==> src/rtl/mod_pkg.sv <==
// Shared constants for the QPSK modulator: sample LUT, symbol codes, FSM states.
package mod_pkg;

  localparam int N_SAMPLES = 32;
  localparam logic [7:0] MIDSCALE = 8'h40;

  localparam logic [1:0] SYM_SIN  = 2'b00;
  localparam logic [1:0] SYM_COS  = 2'b01;
  localparam logic [1:0] SYM_NSIN = 2'b11;
  localparam logic [1:0] SYM_NCOS = 2'b10;

  typedef enum logic [2:0] {IDLE, PREAMBLE, SYNC, DATA, TAIL} state_t;

  // One carrier period around midscale 8'h40, peak 8'h80, trough 8'h00.
  localparam logic [7:0] SIN_LUT [0:N_SAMPLES-1] = '{
    8'h40, 8'h4C, 8'h58, 8'h64, 8'h6D, 8'h75, 8'h7B, 8'h7F,
    8'h80, 8'h7F, 8'h7B, 8'h75, 8'h6D, 8'h64, 8'h58, 8'h4C,
    8'h40, 8'h34, 8'h28, 8'h1C, 8'h13, 8'h0B, 8'h05, 8'h01,
    8'h00, 8'h01, 8'h05, 8'h0B, 8'h13, 8'h1C, 8'h28, 8'h34
  };

endpackage

==> src/rtl/mod_wave_lut.sv <==
// Combinational (sym, idx) -> carrier sample; zero latency, no backpressure.
// Cosine is the sine table advanced a quarter period; inversion mirrors about 8'h40.
module mod_wave_lut
  import mod_pkg::*;
(
  input  logic [1:0] sym,
  input  logic [4:0] idx,
  output logic [7:0] sample
);

  logic [4:0] k;
  logic [7:0] base;

  always_comb begin
    k = idx;
    if (sym == SYM_COS || sym == SYM_NCOS) begin
      k = idx + 5'd8;
    end
    base   = SIN_LUT[k];
    sample = base;
    if (sym == SYM_NSIN || sym == SYM_NCOS) begin
      sample = 8'h80 - base;
    end
  end

endmodule

==> src/rtl/qpsk_modulator.sv <==
// QPSK frame modulator: header (sine preamble + inverted-sine sync) then data symbols, 32 samples each.
// Output registered one cycle behind the FSM; a symbol is taken only on the idx=31 sym_ready cycle. MOD_TAIL_EN adds a midscale tail.
module qpsk_modulator
  import mod_pkg::*;
#(
  parameter int PREAMBLE_SYMS = 4
`ifdef MOD_TAIL_EN
  ,
  parameter int TAIL_SYMS = 2
`endif
) (
  input  logic       clk_fast,
  input  logic       rst,
  input  logic       start,
  input  logic [1:0] sym_in,
  input  logic       sym_valid,
  output logic       sym_ready,
  output logic [7:0] wav_out,
  output logic       wav_valid,
  output logic       busy
);

  localparam logic [4:0] IDX_LAST = 5'(N_SAMPLES - 1);
  localparam logic [3:0] PRE_LAST = 4'(PREAMBLE_SYMS - 1);

  state_t     state;
  logic [4:0] idx;
  logic [3:0] pre_cnt;
  logic [1:0] cur_sym;
  logic [1:0] lut_sym;
  logic [7:0] lut_sample;
  logic       emitting;

`ifdef MOD_TAIL_EN
  localparam logic [7:0] TAIL_LAST = 8'(TAIL_SYMS - 1);
  logic [7:0] tail_cnt;
`endif

  assign sym_ready = (state == SYNC || state == DATA) && (idx == IDX_LAST);
  assign busy      = (state != IDLE);
  assign emitting  = (state == PREAMBLE || state == SYNC || state == DATA);

  always_comb begin
    case (state)
      PREAMBLE: lut_sym = SYM_SIN;
      SYNC:     lut_sym = SYM_NSIN;
      default:  lut_sym = cur_sym;
    endcase
  end

  mod_wave_lut u_lut (
    .sym    (lut_sym),
    .idx    (idx),
    .sample (lut_sample)
  );

  always_ff @(posedge clk_fast) begin
    if (rst) begin
      state     <= IDLE;
      idx       <= 5'd0;
      pre_cnt   <= 4'd0;
      cur_sym   <= SYM_SIN;
      wav_out   <= MIDSCALE;
      wav_valid <= 1'b0;
`ifdef MOD_TAIL_EN
      tail_cnt  <= 8'd0;
`endif
    end else begin
      wav_valid <= (state != IDLE);
      wav_out   <= emitting ? lut_sample : MIDSCALE;
      if (state != IDLE) begin
        idx <= idx + 5'd1;
      end
      case (state)
        IDLE: begin
          if (start) begin
            state   <= PREAMBLE;
            idx     <= 5'd0;
            pre_cnt <= 4'd0;
          end
        end
        PREAMBLE: begin
          if (idx == IDX_LAST) begin
            pre_cnt <= pre_cnt + 4'd1;
            if (pre_cnt == PRE_LAST) begin
              state <= SYNC;
            end
          end
        end
        SYNC, DATA: begin
          // Symbol boundary: an absent symbol here ends the frame.
          if (idx == IDX_LAST) begin
            if (sym_valid) begin
              cur_sym <= sym_in;
              state   <= DATA;
            end else begin
`ifdef MOD_TAIL_EN
              state    <= TAIL;
              tail_cnt <= 8'd0;
`else
              state <= IDLE;
`endif
            end
          end
        end
`ifdef MOD_TAIL_EN
        TAIL: begin
          if (idx == IDX_LAST) begin
            tail_cnt <= tail_cnt + 8'd1;
            if (tail_cnt == TAIL_LAST) begin
              state <= IDLE;
            end
          end
        end
`endif
        default: state <= IDLE;
      endcase
    end
  end

endmodule
==> config.mk <==
export PLATFORM = sky130hd
export DESIGN_NAME = qpsk_modulator
export DESIGN_NICKNAME = d
export VERILOG_FILES = /design/src/rtl/mod_pkg.sv /design/src/rtl/mod_wave_lut.sv /design/src/rtl/qpsk_modulator.sv
export SDC_FILE = /design/constraint.sdc
export NUM_CORES = 1
export LEC_CHECK = 0
export CORE_UTILIZATION = 55
export CTS_BUF_LIST = sky130_fd_sc_hd__clkbuf_4 sky130_fd_sc_hd__clkbuf_8
export CTS_CLUSTER_DIAMETER = 120
export DETAILED_ROUTE_END_ITERATION = 10
export DONT_BUFFER_PORTS = 1
export GPL_ROUTABILITY_DRIVEN = 0
export PLACE_DENSITY = 0.73
export SYNTH_ARGS = -nofsm -noshare
export SYNTH_HDL_FRONTEND = slang
export SYNTH_HIERARCHICAL = 1
export SYNTH_SLANG_ARGS = --single-unit
==> constraint.sdc <==
create_clock -name clk_fast -period 2.8 [get_ports clk_fast]
set_input_delay 0.42 -clock clk_fast [delete_from_list [all_inputs] [get_ports clk_fast]]
set_output_delay 0.42 -clock clk_fast [all_outputs]
set_load 0.02 [all_outputs]
==> run summary <==
TIMING
------------------------------------------------------------------------------------------------------
Finish-stage setup viols                                                                             5
Worst relative slew slack                                                                        0.570
Share of the clock period used by the worst path                                                  1.05
Endpoints failing hold                                                                               0
Maximum clock rate                                                                             341 MHz
Worst setup slack after layout                                                               -0.130 ns
Max Transition Viols Final                                                                           0
Worst clock skew on the final layout                                                         0.0178 ns
Time the final worst path needs with I/O delays and setup                                      2.93 ns
Unrepaired setup endpoints after global routing                                                   true
Tightest Pin Transition                                                                       0.645 ns
Final-layout worst hold slack                                                                 0.143 ns

SETUP PATH
------------------------------------------------------------------------------------------------------
Arrival time worst endpoint                                                                    3.13 ns
Endpoint type of the worst setup path                                                             flop
CP startpoint kind                                                                                flop
CP delay by family, top                                                                    adder cells
Data required time at the worst endpoint                                                       3.00 ns
Critical-path maximum fanout                                                                         6
Total buffers and inverters traversed by the critical path                                           4
Highest cell delay on the worst timing path                                                    0.39 ns
Critical path start-end classification                                                    flop to flop
Series of cell instances along the critical path                                          inv_4, ha_4, nand2_4, o21ai_4, inv_2, ha_4, buf_6, buf_6, mux2i_1, o32ai_2, a31oi_2, and2_1, a41oi_2, xnor2_1, or3_1
Library cell contributing the largest single delay on the critical path                        dfxtp_4

CLOCK TREE
------------------------------------------------------------------------------------------------------
Count of H-tree levels built during CTS                                                              1
Hold bufs inserted after CTS                                                                         0
Clock tree from TritonCTS                                                                         done
Sink count of the clock tree                                                                        22
Clock Tree Buf Depth                                                                                 2
CTS Root Cell                                                                                 clkbuf_4
Clock transition at the register clock pins on the worst setup and hold paths after CTS        0.15 ns
Clock buffer count from CTS                                                                          3
Clock latency on the worst-skew pair                                                           0.32 ns

YOSYS
------------------------------------------------------------------------------------------------------
Most frequent cell after synthesis                                                             dfxtp_1
Ranking of synthesized cells by instance count                                            dfxtp_1, nor2_1, ha_1
Cell accounting for the most synthesized area                                                  dfxtp_1
Synth unique cells                                                                                  55
Post-synthesis instance total                                                                      200
Area share of the leading cell type in the synthesized netlist                                   0.251
Top area cells in the synthesized netlist                                                 dfxtp_1, ha_1, mux2i_1, nor2_1, xnor2_1
Synth Net Count                                                                                    221
Number of enable flip-flop cells after synthesis                                                     0
Synth warnings                                                                                       6
Dominant register cell in the synthesized netlist                                              dfxtp_1
Share of flip-flops with an asynchronous set or reset                                                0
Mapped Area                                                                                   1760 µm²
Flops & latches, synth                                                                              22
Fraction of the yosys area taken by sequential cells                                             0.251
Mean instance size in the synthesized netlist                                                 8.79 µm²

PLACE
------------------------------------------------------------------------------------------------------
Post-DP Area                                                                                  1960 µm²
Cell total after placement                                                                         259
Post-detailed-placement half-perimeter wirelength                                              2780 µm
Number of buffer cells added on primary ports                                                        0

DIE
------------------------------------------------------------------------------------------------------
Boundary pin count                                                                                  17
Area of the die                                                                               3430 µm²
Horizontal extent of the die                                                                   58.5 µm
Total core area                                                                               3050 µm²
Floorplan row count                                                                                 20
Effective utilization at floorplan                                                               0.576
Die outline height                                                                             58.5 µm

FINISH
------------------------------------------------------------------------------------------------------
Cell area after layout                                                                        2200 µm²
Ratio of cells with drive above 1 in the final layout                                            0.332
Syn-to-layout area delta                                                                         25.2%
Fin nets                                                                                           248
Count of inserted antenna diode cells                                                                0
Final standard cell utilization of the core                                                      0.721
Non-filler cells, final                                                                            270

ROUTING
------------------------------------------------------------------------------------------------------
Post-DRT Antenna Nets                                                                                0
Vias after detailed routing                                                                      1,542
First-pass DRT Iterations                                                                            4
Met3 layer wire length in the routed design                                                     134 µm
Uppermost signal routing layer after detailed routing                                             met4
Routed length per instance                                                                     15.2 µm
Via count normalized by instance count                                                            5.71
Post-route DRC violation count                                                                       0
Iteration-0 DRC Markers                                                                             81
Routed length on met2                                                                          2070 µm
Final Routed Wirelength                                                                        4100 µm
M1 WL                                                                                          1760 µm

RUN
------------------------------------------------------------------------------------------------------
MaxCap Viol Count                                                                                    0

GLOBAL ROUTE
------------------------------------------------------------------------------------------------------
GRT Residual Overflow                                                                                0
Number of global-route vias before repair                                                        1,496
Largest net degree at the start of global routing                                                   19
Initial antenna violation count                                                                      0
First-pass GRT wire length                                                                     6640 µm
All-layer global routing usage                                                                   0.253

POWER AND IR DROP
------------------------------------------------------------------------------------------------------
Tot Pwr                                                                                        1.58 mW
P_leak                                                                                        0.888 nW
VDD IR-drop max                                                                               0.352 mV
Power per cell area                                                                         720 nW/µm²

OUTCOME
------------------------------------------------------------------------------------------------------
Failing checks                                                                            negative setup slack
Run status                                                                                finished with violations

MIN PATH
------------------------------------------------------------------------------------------------------
Type of the worst min-delay path                                                          input pin to flop

[sequential cells by signal (all words and copies together), names as in the netlist]
name and count:
wav_out 8, idx 5, pre_cnt 4, cur_sym 2, state 2, wav_valid 1
[worst reg2reg max path, cell delays in order, from the launching register on]
cell and delay [ns]:
dfxtp_4 0.39, inv_4 0.04, ha_4 0.29, nand2_4 0.07, o21ai_4 0.07, inv_2 0.06
ha_4 0.32, buf_6 0.14, buf_6 0.12, mux2i_1 0.23, o32ai_2 0.11, a31oi_2 0.18
and2_1 0.19, a41oi_2 0.15, xnor2_1 0.15, or3_1 0.29
[cell usage in the layout, fill, tap and decap left out, types with 3 or more instances in the layout]
cell,n
mux2i_1,4
nand2_1,6
o21ai_0,6
inv_1,10
nor2b_1,5
nor2_1,17
buf_6,5
a21oi_1,10
a22oi_1,4
and2_1,8
nor3b_1,3
nand2b_1,3
buf_4,26
xnor2_1,7
dfxtp_1,20
nand3_1,8
clkbuf_4,3
ha_1,12
nor3_1,3
xor2_1,4
mux2i_4,3
[area by class of cell]
class                      count  area, µm²
fill                         232        852
timing repair buffer          31        251
tap                           44       55.1
inverter                      13       51.3
clock buffer                   4       36.3
multi-input combinational    156       1360
sequential                    22        445
[repair_timing]
action / in CTS / in global routing
setup endpoints to repair: 7 / 6
gates resized for setup: 17 / 14
buffers inserted: 5 / 2
pin swaps: 11 / 6
cloned: 0 / 0
[per-stage QoR]
step	setup TNS, ns	setup slack (ns)
floorplan	-0.0606	-0.0606
global placement	-0.666	-0.190
detailed placement	-1.11	-0.260
CTS	-0.150	-0.0552
global route	-0.889	-0.228
finish	-0.482	-0.130
[logic make-up (layout without fill, tap and decap cells)]
| family | Yosys count | in the layout | share of synthesized area |
|---|---|---|---|
| fa+ha+maj | 15 | 15 | 0.107 |
| mux | 12 | 12 | 0.0840 |
| compound gates | 41 | 41 | 0.154 |
| buf+inv | 22 | 48 | 0.0719 |
| simple gates | 73 | 73 | 0.235 |
| flops | 22 | 22 | 0.251 |
| xor+xnor | 15 | 15 | 0.0982 |
[metal layers]
layer,GRT usage,vias up
met1,0.316,726
met4,0.105,0
li1,-,756
met3,0.0396,13
met2,0.435,47
met5,0,-
[power by group]
group	internal [mW]	switching, mW	total (mW)
Clock	0.0794	0.107	0.186
Combinational	0.494	0.515	1.01
Sequential	0.352	0.0385	0.390
Total	0.924	0.660	1.58
[worst paths after layout]
path | from | to | slack, ns | depth (start not counted)
hold / removal | rst | pre_cnt[1] | 0.14 | 1
hold reg to reg | cur_sym[1] | cur_sym[1] | 0.46 | 2
setup / recovery | state[1] | wav_out[6] | -0.13 | 15
setup reg to reg | state[1] | wav_out[6] | -0.13 | 15
No activity file was read; power rests on OpenSTA's default activity.
